### src/rtl/sprite_pkg.sv
// Shared constants, sprite attribute record and frame clamp for the sprite compositor.
// Pure declarations: no latency and no backpressure of its own.
package sprite_pkg;

   localparam logic [11:0] KEY_COLOR_DEF = 12'hF0F;
   localparam int          SPR_POS_W     = 10;
   localparam int          SPR_FRAME_W   = 4;
   localparam int          SIZE_H_DEF    = 20;
   localparam int          SIZE_V_DEF    = 20;
   localparam int          FRAMES_DEF    = 8;
   localparam int          V_ACTIVE_DEF  = 480;

   typedef struct packed {
      logic                   en;
      logic [SPR_POS_W-1:0]   pos_h;
      logic [SPR_POS_W-1:0]   pos_v;
      logic [SPR_FRAME_W-1:0] frame;
   } spr_attr_t;

   // Out-of-range frame indices show the last stored frame.
   function automatic logic [SPR_FRAME_W-1:0] clamp_frame(input logic [SPR_FRAME_W-1:0] f,
                                                          input int frames);
      if (int'(f) >= frames) return SPR_FRAME_W'(frames - 1);
      return f;
   endfunction

endpackage

### src/rtl/sprite_channel.sv
// One sprite channel: frame-shadowed attributes, hit test and BRAM address register.
// Latency 1 cycle from h/v to hit_o/addr_o; free-running, no backpressure.
module sprite_channel
   import sprite_pkg::*;
#(
   parameter int SIZE_H = SIZE_H_DEF,
   parameter int SIZE_V = SIZE_V_DEF,
   parameter int FRAMES = FRAMES_DEF,
   parameter int ADDR_W = 17
) (
   input  logic                 clk_i,
   input  logic                 rst_i,
   input  logic                 commit_i,
   input  spr_attr_t            live_i,
   input  logic [SPR_POS_W-1:0] h_cnt_i,
   input  logic [SPR_POS_W-1:0] v_cnt_i,
   output logic                 hit_o,
   output logic [ADDR_W-1:0]    addr_o
);

   localparam logic [SPR_POS_W:0] SPAN_H      = (SPR_POS_W+1)'(SIZE_H);
   localparam logic [SPR_POS_W:0] SPAN_V      = (SPR_POS_W+1)'(SIZE_V);
   localparam logic [ADDR_W-1:0]  ROW_WORDS   = ADDR_W'(SIZE_H);
   localparam logic [ADDR_W-1:0]  FRAME_WORDS = ADDR_W'(SIZE_H * SIZE_V);

   spr_attr_t               shadow_q, shadow_d;
   logic                    hit_q, hit_d;
   logic [ADDR_W-1:0]       addr_q, addr_d;
   logic [SPR_POS_W:0]      h_ext, v_ext, h_end, v_end;
   logic [SPR_POS_W-1:0]    dh, dv;
   logic [SPR_FRAME_W-1:0]  frame_c;

   always_comb begin
      shadow_d = commit_i ? live_i : shadow_q;

      // One extra bit keeps pos+size from wrapping, so sprites clip at the right/bottom edge.
      h_ext = {1'b0, h_cnt_i};
      v_ext = {1'b0, v_cnt_i};
      h_end = {1'b0, shadow_q.pos_h} + SPAN_H;
      v_end = {1'b0, shadow_q.pos_v} + SPAN_V;

      hit_d = shadow_q.en
              && (h_ext >= {1'b0, shadow_q.pos_h}) && (h_ext < h_end)
              && (v_ext >= {1'b0, shadow_q.pos_v}) && (v_ext < v_end);

      dh      = h_cnt_i - shadow_q.pos_h;
      dv      = v_cnt_i - shadow_q.pos_v;
      frame_c = clamp_frame(shadow_q.frame, FRAMES);

      addr_d = '0;
      if (hit_d) begin
         addr_d = ADDR_W'(frame_c) * FRAME_WORDS + ADDR_W'(dv) * ROW_WORDS + ADDR_W'(dh);
      end
   end

   always_ff @(posedge clk_i) begin
      if (rst_i) begin
         shadow_q <= '0;
         hit_q    <= 1'b0;
         addr_q   <= '0;
      end else begin
         shadow_q <= shadow_d;
         hit_q    <= hit_d;
         addr_q   <= addr_d;
      end
   end

   assign hit_o  = hit_q;
   assign addr_o = addr_q;

endmodule

### src/rtl/sprite_compositor.sv
// N-channel sprite compositor: per-channel BRAM addressing, colour-key transparency, fixed-priority merge.
// Latency 2+BRAM_LAT cycles from h/v to rgb and syncs; streams at pixel rate, no backpressure.
module sprite_compositor
#(
   parameter int          N_SPR     = 4,
   parameter int          SIZE_H    = sprite_pkg::SIZE_H_DEF,
   parameter int          SIZE_V    = sprite_pkg::SIZE_V_DEF,
   parameter int          FRAMES    = sprite_pkg::FRAMES_DEF,
   parameter int          ADDR_W    = 17,
   parameter int          BRAM_LAT  = 1,
   parameter logic [11:0] KEY_COLOR = sprite_pkg::KEY_COLOR_DEF,
   parameter int          V_ACTIVE  = sprite_pkg::V_ACTIVE_DEF
) (
   input  logic                     clk_i,
   input  logic                     rst_i,
   input  logic                     valid_i,
   input  logic [9:0]               h_cnt_i,
   input  logic [9:0]               v_cnt_i,
   input  logic                     hsync_i,
   input  logic                     vsync_i,
   input  logic [N_SPR-1:0]         spr_en_i,
   input  logic [N_SPR*10-1:0]      spr_pos_h_i,
   input  logic [N_SPR*10-1:0]      spr_pos_v_i,
   input  logic [N_SPR*4-1:0]       spr_frame_i,
   output logic [N_SPR*ADDR_W-1:0]  pixel_addr_o,
   input  logic [N_SPR*12-1:0]      pixel_in_i,
   input  logic [11:0]              bg_pixel_i,
   output logic [11:0]              rgb_o,
   output logic                     hsync_o,
   output logic                     vsync_o
);
   import sprite_pkg::*;

   // Delay-line word: {vsync, hsync, valid, hit[N_SPR-1:0]}
   localparam int          PW      = N_SPR + 3;
   localparam logic [2:0]  FLG_RST = 3'b110;
   localparam logic [PW-1:0] DLY_RST = {FLG_RST, {N_SPR{1'b0}}};

   logic                commit;
   logic [N_SPR-1:0]    hit_a;
   logic [2:0]          flg_q;
   logic [PW-1:0]       dly_q [BRAM_LAT];
   logic [PW-1:0]       al;
   logic [N_SPR-1:0]    al_hit;
   logic                al_valid, al_hs, al_vs;
   logic [11:0]         rgb_q, rgb_d;
   logic                hs_q, vs_q;

   assign commit = (h_cnt_i == '0) && (v_cnt_i == SPR_POS_W'(V_ACTIVE));

   for (genvar g = 0; g < N_SPR; g++) begin : g_ch
      spr_attr_t live;

      assign live = {spr_en_i[g],
                     spr_pos_h_i[SPR_POS_W*g +: SPR_POS_W],
                     spr_pos_v_i[SPR_POS_W*g +: SPR_POS_W],
                     spr_frame_i[SPR_FRAME_W*g +: SPR_FRAME_W]};

      sprite_channel #(
         .SIZE_H (SIZE_H),
         .SIZE_V (SIZE_V),
         .FRAMES (FRAMES),
         .ADDR_W (ADDR_W)
      ) u_ch (
         .clk_i    (clk_i),
         .rst_i    (rst_i),
         .commit_i (commit),
         .live_i   (live),
         .h_cnt_i  (h_cnt_i),
         .v_cnt_i  (v_cnt_i),
         .hit_o    (hit_a[g]),
         .addr_o   (pixel_addr_o[ADDR_W*g +: ADDR_W])
      );
   end

   assign al       = dly_q[BRAM_LAT-1];
   assign al_hit   = al[N_SPR-1:0];
   assign al_valid = al[N_SPR];
   assign al_hs    = al[N_SPR+1];
   assign al_vs    = al[N_SPR+2];

   // Walk from lowest to highest priority so channel 0 has the final say.
   always_comb begin
      rgb_d = bg_pixel_i;
      for (int i = N_SPR - 1; i >= 0; i--) begin
         if (al_hit[i] && (pixel_in_i[12*i +: 12] != KEY_COLOR)) begin
            rgb_d = pixel_in_i[12*i +: 12];
         end
      end
      if (!al_valid) begin
         rgb_d = '0;
      end
   end

   always_ff @(posedge clk_i) begin
      if (rst_i) begin
         flg_q <= FLG_RST;
         for (int k = 0; k < BRAM_LAT; k++) begin
            dly_q[k] <= DLY_RST;
         end
         rgb_q <= '0;
         hs_q  <= 1'b1;
         vs_q  <= 1'b1;
      end else begin
         flg_q    <= {vsync_i, hsync_i, valid_i};
         dly_q[0] <= {flg_q, hit_a};
         for (int k = 1; k < BRAM_LAT; k++) begin
            dly_q[k] <= dly_q[k-1];
         end
         rgb_q <= rgb_d;
         hs_q  <= al_hs;
         vs_q  <= al_vs;
      end
   end

   assign rgb_o   = rgb_q;
   assign hsync_o = hs_q;
   assign vsync_o = vs_q;

endmodule
### config.mk
export PLATFORM = sky130hd
export DESIGN_NAME = sprite_compositor
export DESIGN_NICKNAME = d
export VERILOG_FILES = /design/src/rtl/sprite_pkg.sv /design/src/rtl/sprite_channel.sv /design/src/rtl/sprite_compositor.sv
export SDC_FILE = /design/constraint.sdc
export NUM_CORES = 1
export LEC_CHECK = 0
export ABC_AREA = 1
export CAP_MARGIN = 20
export CORE_UTILIZATION = 52
export CTS_CLUSTER_SIZE = 8
export DETAILED_ROUTE_END_ITERATION = 8
export PLACE_DENSITY_LB_ADDON = 0.05
export RECOVER_POWER = 50
export SLEW_MARGIN = 20
export SYNTH_ARGS = -nofsm -noshare
export SYNTH_HDL_FRONTEND = slang
export SYNTH_SLANG_ARGS = --single-unit
### constraint.sdc
create_clock -name clk_i -period 13.68 [get_ports clk_i]
set_input_delay 1.368 -clock clk_i [delete_from_list [all_inputs] [get_ports clk_i]]
set_output_delay 1.368 -clock clk_i [all_outputs]
set_load 0.02 [all_outputs]
---- Word level (Yosys, flattened, before mapping) ----
Memories as Yosys holds them, arrays and structs flattened.
Cells that the tools add are included.
storage, ports and cells
  RAM bits ................................ 7
  word-level logic and storage cells ...... 140
  memories kept ........................... 1
  bits in registers ....................... 189
  input port bits ......................... 185
  output and inout bits ................... 82
  latch bits .............................. 0
  ROM bits ................................ 0
cells by class
  multipliers ............................. 8
  divide/modulo/power cells ............... 0
  bitwise gates (word level) .............. 5
  shift-type cells ........................ 0
  multiplexer cells ....................... 21
  $add $sub $neg .......................... 24
  reduce and logical (&&, ||, !) cells .... 28
  magnitude comparators ................... 20
  equal/unequal tests ..................... 5
memory list
  name   words  bits a word  rd ports  clocked after memory_dff  write ports  RTL line                 source
  dly_q  1      7            1         0                         1            sprite_compositor.sv:42  logic [PW-1:0] dly_q [BRAM_LAT];
operator list
  operator                                                   number
  adder 10 x 5 -> 11 bit (second input constant)             8
  < comparator 10 x 11 -> 1 bit                              8
  greater-or-equal comparator 10 bit                         8
  subtractor 10 bit                                          8
  adder 17 x 10 -> 17 bit                                    4
  adder 13 x 15 -> 16 bit                                    4
  multiplier 10 x 3 -> 13 bit (second input constant)        4
  2-to-1 mux 12 bit                                          4
  inequality test 12 bit (second input constant)             4
  multiplier 4 x 5 -> 9 bit (second input constant)          4
  2-to-1 mux 4 bit                                           8
  logical AND 1 bit                                          21
  greater-or-equal comparator 4 bit (second input constant)  4
  == test 10 x 9 -> 1 bit (second input constant)            1
  logical NOT 10 bit                                         1
  OR reduction 2 bit                                         5
  2-to-1 mux 1 bit                                           8
  2-to-1 mux 7 bit                                           1
  OR reduction 7 bit                                         1
  NOT 1 bit                                                  5

---- Longest topological paths before layout ----
Gate-level depths: netlist of the first run.
  word-level depth ........................ 7
  gate-level depth with buffers ........... 31

---- Cells and area by module ----
From an unflattened synthesis of the first run, not the netlist that was laid out.
second synthesis, totals
  cell total of the unflattened synthesis .. 2775
  area total of the unflattened synthesis .. 19515.0 sq um
modules (own cells, without submodules)
  module                             cells each  times used  area each (sq um)
  sprite_channel (g_ch[2].u_ch ...)  627         2           4488.1
  sprite_channel (g_ch[1].u_ch)      631         1           4516.8
  sprite_channel (g_ch[0].u_ch)      623         1           4414.2
  sprite_compositor                  267         1           1607.8

---- Worst setup path before layout of the first run ----
Ideal clock, no wire load.
  path kind ............................... input -> register
  start point ............................. in v_cnt_i[0]
  end point ............................... reg g_ch[1].u_ch.addr_q[14]
  arrival time ............................ 5.368 ns
  stages on the path ...................... 25
  path slack .............................. 8.202 ns
  library setup time ...................... 0.110 ns
  required time ........................... 13.570 ns
  cell sequence ........................... inv_1 > ha_1 > fa_1 > o21ai_0 > xor2_1 > ha_1 > fa_1 > ha_1 > a21oi_1 > nand2_1 > a21oi_1 > nor2_1 > nor2_1 > xnor2_1 > ha_1 > nand2_1 > nor3_1 > a21oi_1 > or2_1 > nor2_2 > inv_1 > nor2_1 > nand2_1 > nand2_1 > nor2_1
between the ends
  cells in the longest elaborated chain, start to end .. 5
RTL lines
  what                                                                             RTL line                 source
  start: declaration                                                               sprite_compositor.sv:18  input logic [9:0] v_cnt_i,
  parallel branches: the longest is 5 deep, another holds adder 17 x 10 -> 17 bit  --
  end signal: assignment                                                           sprite_channel.sv:64     addr_q <= addr_d;
  end: declaration                                                                 sprite_channel.sv:28     logic [ADDR_W-1:0] addr_q, addr_d;
Several ways; the timed one is not identified.
A chain may end at the register's enable or synchronous reset.

---- Worst setup path in the final report of the first run ----
  start point ............................. in v_cnt_i[1]
  end point ............................... reg g_ch[0].u_ch.addr_q[14]
between the ends
  cells in the longest elaborated chain, start to end .. 5
RTL lines
  what                                                                             RTL line
  parallel branches: the longest is 5 deep, another holds adder 17 x 10 -> 17 bit  --
  end signal: assignment                                                           sprite_channel.sv:64
  end: declaration                                                                 sprite_channel.sv:28
Several ways; the timed one is not identified.

==> metrics.txt, run 1 <==
Post-Syn Instances approximately 2800; max incr delay on CP 800 ps; Synth Area in Simple Gates 0.239; Final Hold Fails 0; Yosys warning count 0; slowest CP cell clkdlybuf4s50_1; chip height around 200 µm; failing checks capacitance limit, slew limit; Area Growth Syn to Fin 18.9%; CORE AREA between 30000 and 40000 µm²; # rows 70; asr flop ratio synth 0; Max Slew Vio Count 89; PortBufs approximately 270; status finished with violations; Fin Setup TNS 0 ps; worst clock skew ~11 ps; aggregate global routing overflow 0; largest net degree at the start of global routing around 110; RSZ-0062 raised after global routing false; WL/cell around 15 µm; nets@finish between 3000 and 4000; post-synthesis adder-cell area fraction 0.219; Arr. time, crit path 6820 ps; Min Clock Period, post-route about 6500 ps; dpl hpwl about 43000 µm; Post-synth EDFFs 0; total CTS buffers 17; fin crit share 0.472; Compound-Gate Fraction of Synth Area 0.151; net switching power roughly 0.94 mW; IO Pins around 270; Buf/Inv on CP 4; Worst VDD drop approximately 0.1 mV; Initial Util 0.531; first drt pass iteration count 5; antenna viol nets, final 0; Seq pwr share 0.258; kind of critical path input port to register; area leader, netlist dfxtp_1; Worst Path Required 14040 ps; Int Pwr approximately 1.3 mW; Synth Cell Area between 15000 and 20000 µm²; DR vias between 15000 and 20000; clock latency on the worst-skew pair ~470 ps; hold buffer count at cts 0; die area approximately 38000 µm²; Avg Cell Area, Syn ~7 µm²; Routed WL 53300 µm; CP delay by family, top adder cells; Total GRT Usage 0.282; vias in the first global route 17800; max_cap viols 1; top-area cell type share of the netlist area 0.201; Yosys reg bits roughly 200; Top cell by count, worst path ha_1; CP max FO 6; width of the die 196 µm; Leakage 11.4 nW; Clk network pwr share 0.232; clk buf depth 2; 1st-iter DRT viols between 800 and 900; combinational family with the most area after synthesis simple AND/OR/NAND/NOR gates; clk sinks between 150 and 200; Total Power ~2.2 mW; vias per inst ~5.3; global placement routability congestion approximately 0.9; Logic pwr share 0.510; Worst slew margin -0.975; global-route wire length before repair approximately 87000 µm; ant diodes 0; DRC Markers 0; post-synthesis mux area share 0; initial antenna violation count 2; FILL cells about 3400; Area contributors post-synth dfxtp_1, ha_1, inv_1; H-Tree Depth 4; number of setup buffers added after CTS 0; TritonCTS clock tree built; share of cells above drive strength 1 0.0578; Switching Fraction 0.421; Hold Crit Class register to register; clock slew at reported path FFs 70 ps; main flop type after synthesis dfxtp_1; Final Cell Area 23200 µm²; Distinct cells, synth roughly 50; Cell Pwr Density approximately 96 nW/µm²; Gates resized, CTS repair 0; sequential-to-total area share from yosys stat 0.201; top-count cell post-synth inv_1; Setup crit start kind input port; Post-Synth XOR/XNOR Area 0.0821; fmax roughly 150 MHz; endpoints failing setup 0; Critical Path End Type register; Post-DP Area about 23000 µm²; Least-Margin Pin Slew slightly below 3000 ps; CTS root buf clkbuf_16; Commonest cells post-synth inv_1, nand2_1, ha_1, a21oi_1, dfxtp_1
==> flip-flops by register name (all words and copies together), names as in the netlist <==
signal and count:
g_ch.u_ch.hit_o 4, dly_q 7, vsync_o 1, g_ch.u_ch.shadow_q 100
flg_q 3, hsync_o 1, g_ch.u_ch.addr_o 68, rgb_o 12
==> through the flow <==
stage | utilization | hold slack [ps] | cells | setup WS (ps)
after floorplan | - | 388 | 2806 | 8200
after CTS | 0.632 | 404 | 3531 | 7210
after global placement | 0.616 | 390 | 3499 | 6830
after global routing | 0.631 | 436 | 3531 | 6680
final | 0.631 | 404 | 3531 | 7220
after detailed placement | 0.616 | 394 | 3499 | 6770
==> tightest hold or removal path, cell delays in order (launching register included) <==
cell     delay, ps
dfxtp_1        300
inv_1           40
nor2_1          30
==> cell families (layout without fill, tap and decap cells) <==
family	Yosys count	in the layout
buf+inv	543	800
xor+xnor	181	181
fa+ha+maj	326	326
flops	196	196
other cells	1	12
simple gates	1010	1010
compound gates	538	538
==> power groups by stage <==
stage               sequential [mW]  combinational, mW  clock [mW]
floorplan                     0.588              0.866           0
global placement              0.586               1.10           0
detailed placement            0.586               1.12           0
CTS                           0.572               1.13       0.528
global route                  0.573               1.29       0.552
finish                        0.572               1.13       0.516
==> metal layers <==
layer / wire length [µm] / vias to the layer above / track usage
met5: 13 / - / 0
met4: 2050 / 2 / 0.121
met3: 2880 / 97 / 0.0418
met2: 24500 / 473 / 0.486
met1: 23900 / 8327 / 0.348
li1: - / 9654 / -
==> cell usage in the layout (no fill, tap or decap), types with 46 or more instances in the layout <==
cell,instances
a21oi_1,268
clkdlybuf4s50_1,181
dfxtp_1,196
dlygate4sd3_1,85
ha_1,302
inv_1,472
nand2_1,466
nand3_1,139
nand4_1,46
nor2_1,194
o21ai_0,174
xnor2_1,47
xor2_1,132
==> layout make-up <==
class                           instances  area, µm²  share of cell area
Clock buffer                           21        470              0.0203
Timing Repair Buffer                  275       2720               0.117
Clock inverter                         11        113             0.00486
Multi-Input combinational cell       2067      13500               0.583
Sequential cell                       196       3920               0.169
Tap cell                              468        586              0.0253
Inverter                              493       1850              0.0799
==> worst paths after layout <==
path / slack (ps) / cells past startpoint / from / end
max: 7220 / 25 / v_cnt_i[1] / g_ch[0].u_ch.addr_o[14]
min: 400 / 2 / g_ch[3].u_ch.hit_o / dly_q[0][3]
max reg2reg: 8810 / 28 / g_ch[0].u_ch.shadow_q[6] / g_ch[0].u_ch.addr_o[14]
min reg2reg: 400 / 2 / g_ch[3].u_ch.hit_o / dly_q[0][3]
No activity file was read; power rests on OpenSTA's default activity.
==> run 2: changes to the inputs <==
- clock period: 13.68 -> 5.65 ns (I/O delays scaled with it)
==> metrics.txt, run 2 (synthesized netlist as in run 1, its figures left out) <==
status finished with violations; failing checks capacitance limit, slew limit; Worst Path Required 6020 ps (-8020 ps); net switching power 2.33 mW (+150%); IO Pins 267 (unchanged); Gates resized, CTS repair 0 (unchanged); dpl hpwl 44500 µm (+3.0%); die area 38200 µm² (unchanged); Total Power 5.47 mW (+150%); CP max FO 4 (-2); Reg2Reg Setup Slack 700 ps (-8110 ps); commonest cells after routing, fill and taps aside inv_1, nand2_1, ha_1; DRC Markers 0 (unchanged); clk sinks 196 (unchanged); aggregate global routing overflow 0 (unchanged); Buf/Inv on CP 3 (-1); Worst VDD drop 0.223 mV (+130%); commonest non-fill, non-tap cell in the layout inv_1; first drt pass iteration count 5 (unchanged); global placement routability congestion 0.909 (+0.71%); Min Hold Slack 403 ps (-1.16 ps); # rows 70 (unchanged); Total GRT Usage 0.288 (+0.00606); H-Tree Depth 4 (unchanged); number of setup buffers added after CTS 0 (unchanged); vias in the first global route 18300 (+2.6%); share of cells above drive strength 1 0.0676 (+0.00976); Arr. time, crit path 5680 ps (-1140 ps); Least-Margin Pin Slew 1810 ps (-1150 ps); 1st-iter DRT viols 934 (+11%); Final Cell Area 23400 µm² (+1.2%); Switching Fraction 0.425 (+0.00394); total CTS buffers 17 (unchanged); Int Pwr 3.14 mW (+140%); Worst slew margin -0.206 (+0.769); Logic pwr share 0.518 (+0.008); Reg with most FFs g_ch.u_ch.shadow_q; TritonCTS clock tree built; Largest register FFs 100 (unchanged); Max Slew Vio Count 106 (+19%); chip height 196 µm (unchanged); kind of critical path input port to register; endpoints failing setup 0 (unchanged); final worst setup slack 339 ps (-6880 ps); initial antenna violation count 1 (-1); antenna viol nets, final 0 (unchanged); clock slew at reported path FFs 80 ps (about the same); largest net degree at the start of global routing 201 (+78%); max incr delay on CP 490 ps (-310 ps); Final Hold Fails 0 (unchanged); nets@finish 3592 (+0.87%); max_cap viols 2 (+1); RSZ-0062 raised after global routing false; clock latency on the worst-skew pair 460 ps (about the same); fin crit share 0.940; CP delay by family, top adder cells; Initial Util 0.531 (unchanged); CTS root buf clkbuf_16; Final Util 0.638 (+0.00726); Setup crit start kind input port; slowest CP cell fa_1; Area Growth Syn to Fin 20.3%; Cell Pwr Density 233 nW/µm² (+140%); CORE AREA 36700 µm² (unchanged); DR vias 19000 (+2.3%); WL/cell 15.4 µm (+2.0%); Critical Path End Type register; Post-DP Area 22900 µm² (+1.2%); fmax 188 MHz; Hold Crit Class register to register; pre-CTS WS -36.4 ps (-6810 ps); width of the die 196 µm (unchanged); Routed WL 54900 µm (+2.9%); Leakage 11.6 nW (+1.5%); Seq pwr share 0.253 (-0.005); PortBufs 266 (unchanged); hold buffer count at cts 0 (unchanged); Clk network pwr share 0.228 (-0.004); vias per inst 5.32 (+1.3%); Min Clock Period, post-route around 5300 ps; clk buf depth 2 (unchanged); global-route wire length before repair 88500 µm (+2.0%); worst clock skew 9.07 ps (-1.71 ps)
==> run 2: changes by cell type in the layout (fill, tap and decap cells not counted), sizes merged <==
cell and change:
diode +1, clkdlybuf4s50 -1, dlygate4sd3 +1, inv +3
clkinv +4, buf +31, clkbuf -4, clkinvlp -3
==> run 2: cell type report <==
class | count | area [µm²]
Clock inverter | 15 | 145
Sequential cell | 196 | 3920
Fill cell | 3445 | 13300
Clock buffer | 17 | 425
Timing Repair Buffer | 306 | 2990
Multi-Input combinational cell | 2067 | 13500
Tap cell | 468 | 586
Antenna cell | 1 | 2.50
Inverter | 493 | 1850
==> run 2: power groups by stage <==
stage | Sequential [mW] | Combinational, mW | Clock, mW
finish | 1.39 | 2.83 | 1.25
detailed placement | 1.42 | 2.80 | 0
CTS | 1.39 | 2.83 | 1.29
global route | 1.39 | 3.23 | 1.33
global placement | 1.42 | 2.74 | 0
floorplan | 1.42 | 2.10 | 0
==> run 2: per-layer routing <==
metal  part of all wire  wire (µm)  global-route usage
met5                  0          0                   0
met4              0.030       1620               0.110
met3              0.049       2690              0.0344
met2               0.46      25200               0.494
met1               0.46      25400               0.368
==> run 2: worst reg2reg max path: stages (launching register included) <==
cell	delay (ps)
dfxtp_1	400
inv_1	80
ha_1	370
nand2_1	100
nand2_1	60
a31oi_1	180
xnor2_1	240
ha_1	310
ha_1	230
fa_1	440
ha_1	340
a21oi_1	160
nand2_1	110
a21oi_1	150
nor2_1	50
nor2_1	110
xnor2_1	90
ha_1	330
nand2_1	80
nor3_1	190
a21oi_1	120
or2_1	290
nor2_2	140
inv_1	60
nor2_1	90
nand2_1	50
nand2_1	60
nor2_1	40
==> run 2: path summary, 6_finish.rpt <==
kind                            startpoint  cells past startpoint                      end
setup / recovery                v_cnt_i[0]                     26  g_ch[1].u_ch.addr_o[14]
hold / removal          g_ch[3].u_ch.hit_o                      2              dly_q[0][3]
setup reg to reg  g_ch[1].u_ch.shadow_q[6]                     27  g_ch[1].u_ch.addr_o[14]
hold reg to reg         g_ch[3].u_ch.hit_o                      2              dly_q[0][3]
==> run 2: through the flow <==
stage / setup TNS [ps] / instances
final: 0 / 3563
after global routing: 0 / 3563
after CTS: 0 / 3562
after detailed placement: -36.4 / 3530
after global placement: 0 / 3530
after floorplan: 0 / 2806
